File: src/rtl/dso_pkg.sv
// Shared types and width helpers for the DSO channel correction stage.
package dso_pkg;

  typedef enum logic [1:0] {SAT_NONE, SAT_LO, SAT_HI} sat_e;

  function automatic int ch_width(input int n);
    return (n < 2) ? 1 : $clog2(n);
  endfunction

  function automatic int unity_gain(input int gw);
    return 1 << (gw - 1);
  endfunction

endpackage

File: src/rtl/sat_clip.sv
// Clamps a signed value to the unsigned range [0, 2^OUT_W-1] and reports the clamp direction.
module sat_clip
  import dso_pkg::*;
#(
  parameter int IN_W  = 10,
  parameter int OUT_W = 8
) (
  input  logic signed [IN_W-1:0]  i_val,
  output logic        [OUT_W-1:0] o_val,
  output sat_e                    o_sat
);

  localparam logic signed [IN_W-1:0] MAX_V = {{(IN_W-OUT_W){1'b0}}, {OUT_W{1'b1}}};

  always_comb begin
    o_val = i_val[OUT_W-1:0];
    o_sat = SAT_NONE;
    if (i_val[IN_W-1]) begin
      o_val = '0;
      o_sat = SAT_LO;
    end else if (i_val > MAX_V) begin
      o_val = '1;
      o_sat = SAT_HI;
    end
  end

endmodule

File: src/rtl/dso_chan_correct.sv
// Two-stage per-channel offset/gain correction with clamping and per-channel clamp counters.
module dso_chan_correct
  import dso_pkg::*;
#(
  parameter  int DATA_W = 8,
  parameter  int NUM_CH = 3,
  parameter  int GAIN_W = 8,
  parameter  int CNT_W  = 16,
  localparam int CH_W   = ch_width(NUM_CH)
) (
  input  logic              clk,
  input  logic              rst_n,
  input  logic              in_vld,
  input  logic [CH_W-1:0]   in_ch,
  input  logic [DATA_W-1:0] in_raw,
  input  logic              cfg_we,
  input  logic [CH_W-1:0]   cfg_ch,
  input  logic [DATA_W-1:0] cfg_off,
  input  logic [GAIN_W-1:0] cfg_gain,
  output logic              out_vld,
  output logic [CH_W-1:0]   out_ch,
  output logic [DATA_W-1:0] out_smpl,
  output logic              out_sat,
  input  logic              cnt_clr,
  input  logic [CH_W-1:0]   cnt_ch,
  output logic [CNT_W-1:0]  cnt_q
);

  localparam logic [GAIN_W-1:0] GAIN_UNITY = GAIN_W'(unity_gain(GAIN_W));
  localparam logic [CH_W:0]     NUM_CH_L   = (CH_W+1)'(NUM_CH);

  logic [DATA_W-1:0] r_off  [NUM_CH];
  logic [GAIN_W-1:0] r_gain [NUM_CH];
  logic [CNT_W-1:0]  r_cnt  [NUM_CH];

  logic              r_s1_vld, r_s1_sat;
  logic [CH_W-1:0]   r_s1_ch;
  logic [DATA_W-1:0] r_s1_smpl;
  logic [GAIN_W-1:0] r_s1_gain;

  logic              r_out_vld, r_out_sat;
  logic [CH_W-1:0]   r_out_ch;
  logic [DATA_W-1:0] r_out_smpl;

  logic                            w_in_ok, w_cfg_ok, w_cnt_ok;
  logic [DATA_W-1:0]               w_off;
  logic signed [DATA_W+1:0]        w_s1_sum;
  logic [DATA_W-1:0]               w_s1_val, w_s2_val;
  sat_e                            w_s1_sat, w_s2_sat;
  logic [DATA_W+GAIN_W-1:0]        w_prod;
  logic signed [DATA_W+GAIN_W-1:0] w_quot;

  assign w_in_ok  = ({1'b0, in_ch}  < NUM_CH_L);
  assign w_cfg_ok = ({1'b0, cfg_ch} < NUM_CH_L);
  assign w_cnt_ok = ({1'b0, cnt_ch} < NUM_CH_L);

  always_ff @(posedge clk or negedge rst_n) begin
    if (!rst_n) begin
      for (int i = 0; i < NUM_CH; i++) begin
        r_off[i]  <= '0;
        r_gain[i] <= GAIN_UNITY;
      end
    end else if (cfg_we && w_cfg_ok) begin
      r_off[cfg_ch]  <= cfg_off;
      r_gain[cfg_ch] <= cfg_gain;
    end
  end

  // Stage 1: raw + signed offset, two guard bits cover both overflow directions
  assign w_off    = r_off[in_ch];
  assign w_s1_sum = $signed({2'b00, in_raw}) + $signed({{2{w_off[DATA_W-1]}}, w_off});

  sat_clip #(.IN_W(DATA_W+2), .OUT_W(DATA_W)) u_clip_s1 (
    .i_val (w_s1_sum),
    .o_val (w_s1_val),
    .o_sat (w_s1_sat)
  );

  always_ff @(posedge clk or negedge rst_n) begin
    if (!rst_n) begin
      r_s1_vld  <= 1'b0;
      r_s1_ch   <= '0;
      r_s1_smpl <= '0;
      r_s1_gain <= '0;
      r_s1_sat  <= 1'b0;
    end else begin
      r_s1_vld <= in_vld && w_in_ok;
      if (in_vld && w_in_ok) begin
        r_s1_ch   <= in_ch;
        r_s1_smpl <= w_s1_val;
        r_s1_gain <= r_gain[in_ch];
        r_s1_sat  <= (w_s1_sat != SAT_NONE);
      end
    end
  end

  // Stage 2: fixed-point gain; the shifted product can never be negative
  assign w_prod = {{GAIN_W{1'b0}}, r_s1_smpl} * {{DATA_W{1'b0}}, r_s1_gain};
  assign w_quot = $signed(w_prod >> (GAIN_W-1));

  sat_clip #(.IN_W(DATA_W+GAIN_W), .OUT_W(DATA_W)) u_clip_s2 (
    .i_val (w_quot),
    .o_val (w_s2_val),
    .o_sat (w_s2_sat)
  );

  always_ff @(posedge clk or negedge rst_n) begin
    if (!rst_n) begin
      r_out_vld  <= 1'b0;
      r_out_ch   <= '0;
      r_out_smpl <= '0;
      r_out_sat  <= 1'b0;
    end else begin
      r_out_vld <= r_s1_vld;
      if (r_s1_vld) begin
        r_out_ch   <= r_s1_ch;
        r_out_smpl <= w_s2_val;
        r_out_sat  <= r_s1_sat || (w_s2_sat != SAT_NONE);
      end
    end
  end

  always_ff @(posedge clk or negedge rst_n) begin
    if (!rst_n) begin
      for (int i = 0; i < NUM_CH; i++) r_cnt[i] <= '0;
    end else if (cnt_clr) begin
      for (int i = 0; i < NUM_CH; i++) r_cnt[i] <= '0;
    end else if (r_out_vld && r_out_sat && (r_cnt[r_out_ch] != '1)) begin
      r_cnt[r_out_ch] <= r_cnt[r_out_ch] + CNT_W'(1);
    end
  end

  assign cnt_q    = w_cnt_ok ? r_cnt[cnt_ch] : '0;
  assign out_vld  = r_out_vld;
  assign out_ch   = r_out_ch;
  assign out_smpl = r_out_smpl;
  assign out_sat  = r_out_sat;

endmodule

File: config.mk
export PLATFORM = sky130hd
export DESIGN_NAME = dso_chan_correct
export DESIGN_NICKNAME = d
export VERILOG_FILES = /design/src/rtl/dso_pkg.sv /design/src/rtl/sat_clip.sv /design/src/rtl/dso_chan_correct.sv
export SDC_FILE = /design/constraint.sdc
export NUM_CORES = 1
export LEC_CHECK = 0
export CORE_AREA = 3 3 129 131
export DETAILED_ROUTE_END_ITERATION = 10
export DIE_AREA = 0 0 132 134
export DONT_BUFFER_PORTS = 1
export HOLD_SLACK_MARGIN = 0.12
export PLACE_DENSITY_LB_ADDON = 0.25
export SYNTH_ARGS = -nofsm -noshare
export SYNTH_HDL_FRONTEND = slang
export SYNTH_SLANG_ARGS = --single-unit
File: constraint.sdc
create_clock -name clk -period 5.5 [get_ports clk]
set_input_delay 1.1 -clock clk [delete_from_list [all_inputs] [get_ports clk]]
set_output_delay 1.1 -clock clk [all_outputs]
set_load 0.01 [all_outputs]
**Yosys cells after proc, flatten, opt, wreduce, memory -nomap -nowiden**

Cells that the tools add are included.

- Register bits after elaboration: 128
- Logic and storage cells: 75
- Input bits: 35

- Add/subtract/negate cells: 2
- Muxes and demuxes: 28
- Magnitude comparators: 11
- Bitwise logic cells: 4
- $mul: 1
- Reduce and logical (&&, ||, !) cells: 10
- Equality and inequality tests: 1

Operators with widths:

| kind | count |
|---|---|
| $mux W16 | 6 |
| $mux W48 | 2 |
| $bmux W16 S2 | 2 |
| $mux W8 | 8 |
| $bwmux W24 | 2 |
| $bwmux W48 | 1 |
| $bmux W8 S2 | 2 |
| $demux W16 S2 | 1 |
| $add A16 B1 Y16 const B | 1 |
| $demux W8 S2 | 1 |
| $mul A8 B8 Y16 | 1 |
| $ne A16 B16 Y1 const B | 1 |
| $ge A3 B3 Y1 const B | 4 |
| $not A2 Y3 | 4 |
| $add A9 B8 Y10 | 1 |
| $gt A10 B9 Y1 const B | 1 |
| $gt A9 B8 Y1 const B | 1 |
| $logic_and A1 B1 Y1 | 6 |
| $lt A2 B2 Y1 const B | 3 |
| $lt A3 B1 Y1 const B | 2 |
| $mux W2 | 3 |
| $reduce_bool A2 Y1 | 3 |
| $logic_or A1 B1 Y1 | 1 |

**Logic depth before layout (Yosys ltp)**

Gate-level depths: netlist of the first run.

- Word-level depth: 9
- Mapped depth: 17
- Gate-level depth less buffers: 17

**Modules after synthesis**

Synthesis of the first run repeated with hierarchy kept, for this count alone.

- Cells, all modules: 842
- Area total of the unflattened synthesis: 8654.6 um^2

Modules (own cells, without submodules):

| module | sequential area each (um^2) | cells each | times used | area an instance (um^2) |
|---|---|---|---|---|
| dso_chan_correct | 3206.8 | 808 | 1 | 8418.1 |
| sat_clip (u_clip_s2) | 0.0 | 23 | 1 | 131.4 |
| sat_clip (u_clip_s1) | 0.0 | 11 | 1 | 105.1 |

**Worst setup path after synthesis of the first run**

Ideal clock, no wire load.

- Path kind: reg2reg
- From: register r_s1_smpl[1]
- To: register r_out_smpl[5] (netlist: out_smpl[5])
- Cell stages (with the launch flop): 15
- Path slack: 964 ps
- Arrival time: 4459 ps
- Period minus slack after synthesis: 4536 ps
- Cells stage by stage: dfrtp_1 > and2_1 > fa_1 > fa_1 > fa_1 > inv_1 > fa_1 > inv_1 > ha_1 > nand4_1 > o32ai_1 > a211oi_1 > xnor2_1 > nor2b_1 > a21oi_1

- Longest elaborated chain between the ends: 3

Ends and longest elaborated chain:

| element | line | text |
|---|---|---|
| from (decl) | dso_chan_correct.sv:38 | `logic [DATA_W-1:0] r_s1_smpl;` |
| from (signal assigned) | dso_chan_correct.sv:90 | `r_s1_smpl <= w_s1_val;` |
| $mul A8 B8 Y16 (*) | dso_chan_correct.sv:98 | `assign w_prod = {{GAIN_W{1'b0}}, r_s1_smpl} * {{DATA_W{1'b0}}, r_s1_gain};` |
| $gt A9 B8 Y1 | sat_clip.sv:21 | `end else if (i_val > MAX_V) begin` |
| $mux W8 (*) | sat_clip.sv:21 |  |
| to (signal assigned) | dso_chan_correct.sv:117 | `r_out_smpl <= w_s2_val;` |
| to (decl) | dso_chan_correct.sv:43 | `logic [DATA_W-1:0] r_out_smpl;` |

Mark *: on every way between the ends. The rest lies on a longest branch, timed or not.
A chain may end at the register's enable or synchronous reset.

**Final worst setup path of the first run**

Ends and elaborated chain as after synthesis.

==> results.txt, run 1 <==
The run finished with clean final reports. Clock tree synthesis found a total of 128 sinks. The post-route netlist has 12.00% of its cells at a drive strength greater than 1. The worst slew slack as a fraction of its limit came out at 14.88%.

The number of hold violations in the final report is 0. The number of distinct library cells after synthesis came out at 48. For this design, the CTS-stage hold fixing added 0 buffers. The worst setup path is launched from a register.

The largest driver fanout on the critical path came out at 9. The number of input and output port buffers inserted came out at 0. The final estimated routing congestion in global placement is 0.8411. Counting every instance in the synthesized netlist gives 836. The cell total after placement came out at 1026. The number of optimization iterations in the first detailed-route pass is 4. Of all cell types, the one taking the most synthesized area is dfrtp_1. The first-pass GRT wire length is 31600 um.

The post-layout minimum cycle time is 5.017 ns. The number of buffers added by the clock tree synthesis step is 17. The number of fillers in the final layout is 1327.

The highest achievable clock rate came out at 0.1993 GHz. Setup repair after global routing left no endpoint under its margin. The worst register-to-register path begins at r_s1_smpl[1]$_DFFE_PN0P_.

In the synthesized netlist the dominant register cell turns out to be dfrtp_1. The via count of the first global-routing pass came out at 6252. The global-route usage over all layers is 21.99%. The DRC marker count from the first detailed-route iteration is 411.

The critical path class is register to register. For this design, the slowest cell found on the critical path is o32ai_1. On the worst path, the slowest cell contributes a delay of 0.57 ns. The number of vias in the routed layout is 6048. The worst reg2reg path depth is 14. Among the stages of the critical path, the cell type that occurs most often is fa_1. TritonCTS built the clock tree. The net count of the finished layout is 943.

After synthesis, the largest area contributor takes up 36.73% of total cell area. The sum of negative setup slack is 0 ns. The number of antenna violations at the first check in global routing is 0. The half-perimeter wire length of the detailed placement result came out at 13140 um. In this run, post-CTS repair resized a total of 0 instances.

The top cell types in the final layout, fill and taps aside, are 125 x dfrtp_1, 84 x mux2i_1, 79 x nand2_1. The maximum resistive drop on vdd is 246.5 uV. The areal power density over the cells came out at 463.3 nW/um^2. The die covers 17690 um^2. Once the floorplan was initialized, standard cells occupied 54.20% of the core. For the worst setup path, the data required time is 5.84 ns. The buffer levels on the longest clock path came out at 2. The die is 134 um tall.

The signal on the critical path passes through and2_1 > fa_1 > fa_1 > fa_1 > inv_1 > fa_1 > inv_1 > ha_1 > nand4_1 > o32ai_1 > a211oi_1 > xnor2_1 > nor2b_1 > a21oi_1. The average footprint of a synthesized cell came out at 10.19 um^2. The setup clock skew after layout is 0.009283 ns. Synthesis inferred 128 register bits. The synthesized cell area is 8516 um^2.

Once layout is complete, the cells apart from fillers number 1058. At the pin with the least slew margin, the transition time is 1.273 ns. The count of H-tree levels built during CTS is 4. The endpoint type of the worst setup path is a register.

In this run the standard cell core region covers 15710 um^2. The leakage power total came out at 4.222 nW. The fraction of the yosys area taken by sequential cells is 37.66%. The end of the worst register-to-register path is out_smpl[5]$_DFFE_PN0P_.

The arrival time reported for the critical path endpoint is 5.35 ns. The remaining number of nets flagged by the antenna check after routing came out at 0. In the final routed layout, each cell accounts on average for 17.54 um. The total overflow left after global routing is 0. The number of antenna repair diodes came out at 0.

The number of enable flip-flop cells after synthesis is 0. The number of remaining DRC errors came out at 0. The portion of the clock cycle consumed by the worst path in the final layout came out at 91.21%.

In the post-synthesis netlist, the biggest area contributors are dfrtp_1 37%, mux2i_1 9.9%, fa_1 8.5%. The yosys synthesis warning count is 0. The synthesis-to-finish area growth is 9.712%. The total nets after synthesis is 950.

The number of placed I/O pins is 63. The capturing instance or port of the critical path is out_smpl[5]$_DFFE_PN0P_. After clock tree synthesis, the clock-pin slew on the worst setup and hold paths is 0.06 ns. Counting flops with an async set or reset pin after synthesis yields a share of 100.0%. In the routed layout, each cell is associated on average with a via count of 5.716. The leading cell type in the layout, fill and taps excluded is dfrtp_1. The routed design has 18560 um of wire. The post-CTS repair timing setup buffer count came out at 0. The floorplan has 46 rows. The smallest hold slack came out at 0.3755 ns. The minimum setup slack among reg-to-reg paths came out at 0.48 ns. The root buffer cell is clkbuf_16.

The final setup violation count came out at 0. In this run the worst hold path is classified as input port to asynchronous set/reset pin. The finished cells cover 9343 um^2. The total count of max-transition violations in the final report is 0. The launch point of the critical path is r_s1_smpl[1]$_DFFE_PN0P_. Entering global routing, the biggest net connects 129 pins.

Summing all placed instances gives a cell area of 8711 um^2. The die width came out at 132 um. The max-cap violation count is 0.

At the later pin of the worst-skew pair, clock insertion delay measures 0.42 ns.
==> where the power goes <==
group	internal [W]	leakage (nW)	switching (W)	total, W
logic	0.000842	2.29	0.00100	0.00184
registers	0.00109	1.62	0.000184	0.00128
clock network	0.000764	0.310	0.000442	0.00121
total	0.00270	4.22	0.00163	0.00433
==> flip-flops by register name, indices dropped and copies added (netlist names) <==
| register | flops |
|---|---|
| out_sat | 1 |
| r_s1_smpl | 8 |
| r_gain | 24 |
| r_s1_ch | 2 |
| out_ch | 2 |
| out_vld | 1 |
| r_s1_gain | 8 |
| r_off | 24 |
| r_cnt | 48 |
| r_s1_vld | 1 |
| r_s1_sat | 1 |
| out_smpl | 8 |
==> how the worst min path moves through the flow <==
stage,start,to,slack [ns],cells after the start
CTS,rst_n,r_cnt[36]$_DFFE_PN0P_,0.36,0
global placement,r_s1_ch[1]$_DFFE_PN0P_,r_s1_ch[1]$_DFFE_PN0P_,0.48,2
finish,rst_n,out_smpl[6]$_DFFE_PN0P_,0.38,0
floorplan,r_s1_vld$_DFF_PN0_,out_vld$_DFF_PN0_,0.35,0
global route,rst_n,out_smpl[6]$_DFFE_PN0P_,0.36,0
detailed placement,r_s1_ch[1]$_DFFE_PN0P_,r_s1_ch[1]$_DFFE_PN0P_,0.49,2
==> through the flow <==
stage,util (%),total power [W],worst slack (ns)
6_report,59.46,0.004328,0.4833
5_1_grt,59.46,0.004724,0.1368
4_1_cts,59.46,0.004373,0.4720
3_5_place_dp,55.44,0.003142,0.5062
3_3_place_gp,55.44,0.003095,0.6322
2_1_floorplan,-,0.002750,0.9640
==> metal layers <==
| metal | vias up | global-route usage [%] | share of wire [%] | wire, um |
|---|---|---|---|---|
| met5 | - | 0 | 0 | 0 |
| met4 | 0 | 6.418 | 1.4 | 251 |
| met3 | 24 | 5.926 | 5.8 | 1078 |
| met2 | 125 | 36.77 | 49 | 9146 |
| met1 | 3027 | 28.29 | 44 | 8081 |
| li1 | 2872 | - | - | - |
==> cell usage after synthesis (all sizes together), types with 9 or more instances <==
library cell  number
nand3              9
ha                43
clkbuf            25
mux2              50
xnor2             19
nor2              64
a21oi             38
inv               47
nand2             79
buf               12
o21ai             55
o2bb2ai           13
dfrtp            125
and2              49
xor2              10
mux2i             84
fa                36
==> layout make-up <==
class | count | area (um^2) | area share (%)
Multi-Input combinational cell | 624 | 4975 | 53.25
Tap cell | 216 | 270.3 | 2.893
Clock inverter | 15 | 206.4 | 2.210
Timing Repair Buffer | 11 | 82.58 | 0.8839
Sequential cell | 128 | 3207 | 34.32
Clock buffer | 17 | 425.4 | 4.553
Inverter | 47 | 176.4 | 1.888
==> cell families after synthesis <==
kind of cell	after synthesis	synth area share [%]
AO/OA/AOI/OAI	143	10.27
XOR/XNOR	29	2.983
adder cells (fa/ha/maj)	79	14.78
buffers and inverters	84	4.158
flip-flops	128	37.66
multiplexers	134	16.49
AND/OR/NAND/NOR	239	13.66
==> worst max-delay path: cells and delay by family (launching register included) <==
family / cells / cell delay (ns)
AOI/OAI and AO/OA: 3 / 0.95
xor gates and xnor gates: 1 / 0.49
adders and majority gates: 5 / 2.43
DFF: 1 / 0.48
buffers and inverters: 2 / 0.10
and+or+nand+nor: 3 / 0.48
Note: power is estimated with default switching activity, not from simulation.
==> inputs of run 2 (changes only) <==
Settings changed: CELL_PAD_IN_SITES_DETAIL_PLACEMENT set to 1, CELL_PAD_IN_SITES_GLOBAL_PLACEMENT set to 1, CORE_AREA 3 3 129 131 to 3 3 134 136, DIE_AREA 0 0 132 134 to 0 0 137 139.
==> results.txt, run 2 (same netlist as run 1, synthesis figures left out) <==
The flow ran to the end, and the final reports show no timing, DRC or antenna violations. The leakage power total came out at 4.188 nW. The arrival time reported for the critical path endpoint is 5.40 ns. The half-perimeter wire length of the detailed placement result came out at 16020 um.

In this run the remaining antenna-violating nets after routing total 0. The initial core utilization is 49.93%. The global-route usage over all layers came out at 24.58%. The setup path with the least slack is of type register to register. The post-route cell area is 9305 um^2. The maximum resistive drop on vdd came out at 274.4 uV. Clock tree synthesis found a total of 128 sinks. The die width came out at 137 um. The DRC marker count from the first detailed-route iteration came out at 230. Once layout is complete, the utilization of the core stands at 54.56%. The worst slew slack as a fraction of its limit is 36.55%. The area occupied by registers is 3207 um^2. The core region is 17060 um^2. STA classifies the critical path endpoint as a register. The final estimated routing congestion in global placement is 0.8678.

The final setup violation count came out at 0. The number of remaining DRC errors came out at 0. The highest achievable clock rate came out at 0.1982 GHz. The die footprint is 19040 um^2. The number of antenna repair diodes came out at 0. The largest registers in the layout are r_cnt x48, r_gain x24, r_off x24. The number of antenna violations at the first check in global routing was 0. The setup clock skew after layout is 0.01010 ns. After clock tree synthesis, the clock-pin slew on the worst setup and hold paths is 0.07 ns. Summed over all layers, the routed wires come to 22300 um.

The area of combinational cells with multiple inputs came out at 4975 um^2. The total count of max-transition violations in the final report is 0. The number of hold violations in the final report is 0. The count of H-tree levels built during CTS came out at 4. The root buffer cell is clkbuf_16. The tightest min-delay check is of the input port to asynchronous set/reset pin type. The via count of the first global-routing pass came to 7125. r_cnt holds more flip-flops than any other register.

Leaving out fill and tap cells, the most frequent cell in the layout is dfrtp_1. The post-placement cell area is 8730 um^2. Dividing the detail-routed wire length by the instance count gives 20.88 um.

The number of flip-flops in the largest register came out at 48. The first-pass GRT wire length came out at 37160 um. The worst-skew pair later-pin latency is 0.43 ns. The portion of the clock cycle consumed by the worst path in the final layout is 91.71%. The number of input and output port buffers inserted is 0. The top cell types in the final layout, fill and taps aside, are 125 x dfrtp_1, 84 x mux2i_1, 79 x nand2_1. In the final timing run, aggregate negative setup slack is 0 ns. Cells with a size suffix above 1 make up 12.10% of the layout. After layout, the minimum clock period comes to 5.044 ns. For this run, the post-layout net count is 944. The overall power consumption is 0.004319 W. The post-cts hold buffer count came out at 0. Entering global routing, the biggest net connects 129 pins. The layout has 1868 filler cells.

The nature of the critical path startpoint is a register. The largest driver fanout on the critical path came out at 9. The post-CTS repair timing setup buffer count came out at 0. The total global routing overflow is 0. In this run the core area contains 48 standard-cell rows. The areal power density over the cells came out at 464.2 nW/um^2. Clock tree synthesis inserted a total of 17 buffers. The actual slew at the worst max-slew pin is 0.9489 ns. The max-cap violation count came out at 0.

The y dimension of the die came out at 139 um. The synthesis-to-finish area growth is 9.271%. The required time at the endpoint of the critical path is 5.85 ns.

The first detailed-routing pass took 4 iterations. The buffer levels on the longest clock path came out at 2. Setup repair after global routing left no endpoint under its margin. The number of vias per cell is 5.910.

Once the clock tree was built, the resizer swapped 0 gates to a different size. The number of vias in the routed layout is 6312. 63 I/O pins were placed. TritonCTS built the clock tree.
==> run 2: cell types whose count changed in the layout (fill, tap and decap cells not counted), sizes merged <==
cell      change
buf           +1
bufinv        -3
clkinv        -3
clkinvlp      +3
inv           +3
==> run 2: routing by layer <==
layer / GRT usage, % / share of wire [%] / routed length (um)
met5: 0 / 0 / 0
met2: 41.39 / 51 / 11320
met4: 7.826 / 1.9 / 422
met1: 31.17 / 43 / 9575
met3: 5.806 / 4.4 / 983
==> run 2: final timing paths <==
kind	start	endpoint	slack (ns)	cells after the start
min in group clk	r_s1_ch[1]$_DFFE_PN0P_	r_s1_ch[1]$_DFFE_PN0P_	0.50	2
setup / recovery	r_s1_gain[7]$_DFFE_PN0P_	out_smpl[7]$_DFFE_PN0P_	0.46	15
setup reg to reg	r_s1_gain[7]$_DFFE_PN0P_	out_smpl[7]$_DFFE_PN0P_	0.46	15
max in group asynchronous	rst_n	r_gain[15]$_DFFE_PN1P_	4.84	0
hold / removal	rst_n	r_s1_sat$_DFFE_PN0P_	0.36	0
hold reg to reg	r_s1_ch[1]$_DFFE_PN0P_	r_s1_ch[1]$_DFFE_PN0P_	0.50	2
==> run 2: cell type report <==
type | count | area share [%]
multi-input cells | 624 | 53.46
flip-flops and latches | 128 | 34.46
clock buffers | 17 | 4.572
well taps | 225 | 3.025
inverters | 47 | 1.896
clock inverters | 15 | 1.614
repair buffers | 12 | 0.9681
==> run 2: through the flow <==
stage	hold WS (ns)	setup slack (ns)	instances
global placement	0.4789	0.6588	1036
global route	0.3417	0.1033	1068
floorplan	0.3520	0.9640	836
finish	0.3572	0.4558	1068
CTS	0.3431	0.4451	1068
detailed placement	0.4879	0.4484	1036
==> run 2: power breakdown <==
| part | switching [W] | leakage (nW) | internal [W] | total (W) |
|---|---|---|---|---|
| Sequential | 0.000187 | 1.62 | 0.00109 | 0.00128 |
| Combinational | 0.00107 | 2.30 | 0.000856 | 0.00193 |
| Clock | 0.000474 | 0.270 | 0.000633 | 0.00111 |
==> run 2: critical path, cell delays in order, from the launching register on <==
cell	delay (ns)
dfrtp_1	0.50
nand2_1	0.13
fa_1	0.52
fa_1	0.54
inv_1	0.05
fa_1	0.52
inv_1	0.05
fa_1	0.53
inv_1	0.04
ha_1	0.36
nand4_1	0.11
o32ai_1	0.61
a211oi_1	0.20
xnor2_1	0.46
nor2b_1	0.15
a31oi_1	0.17
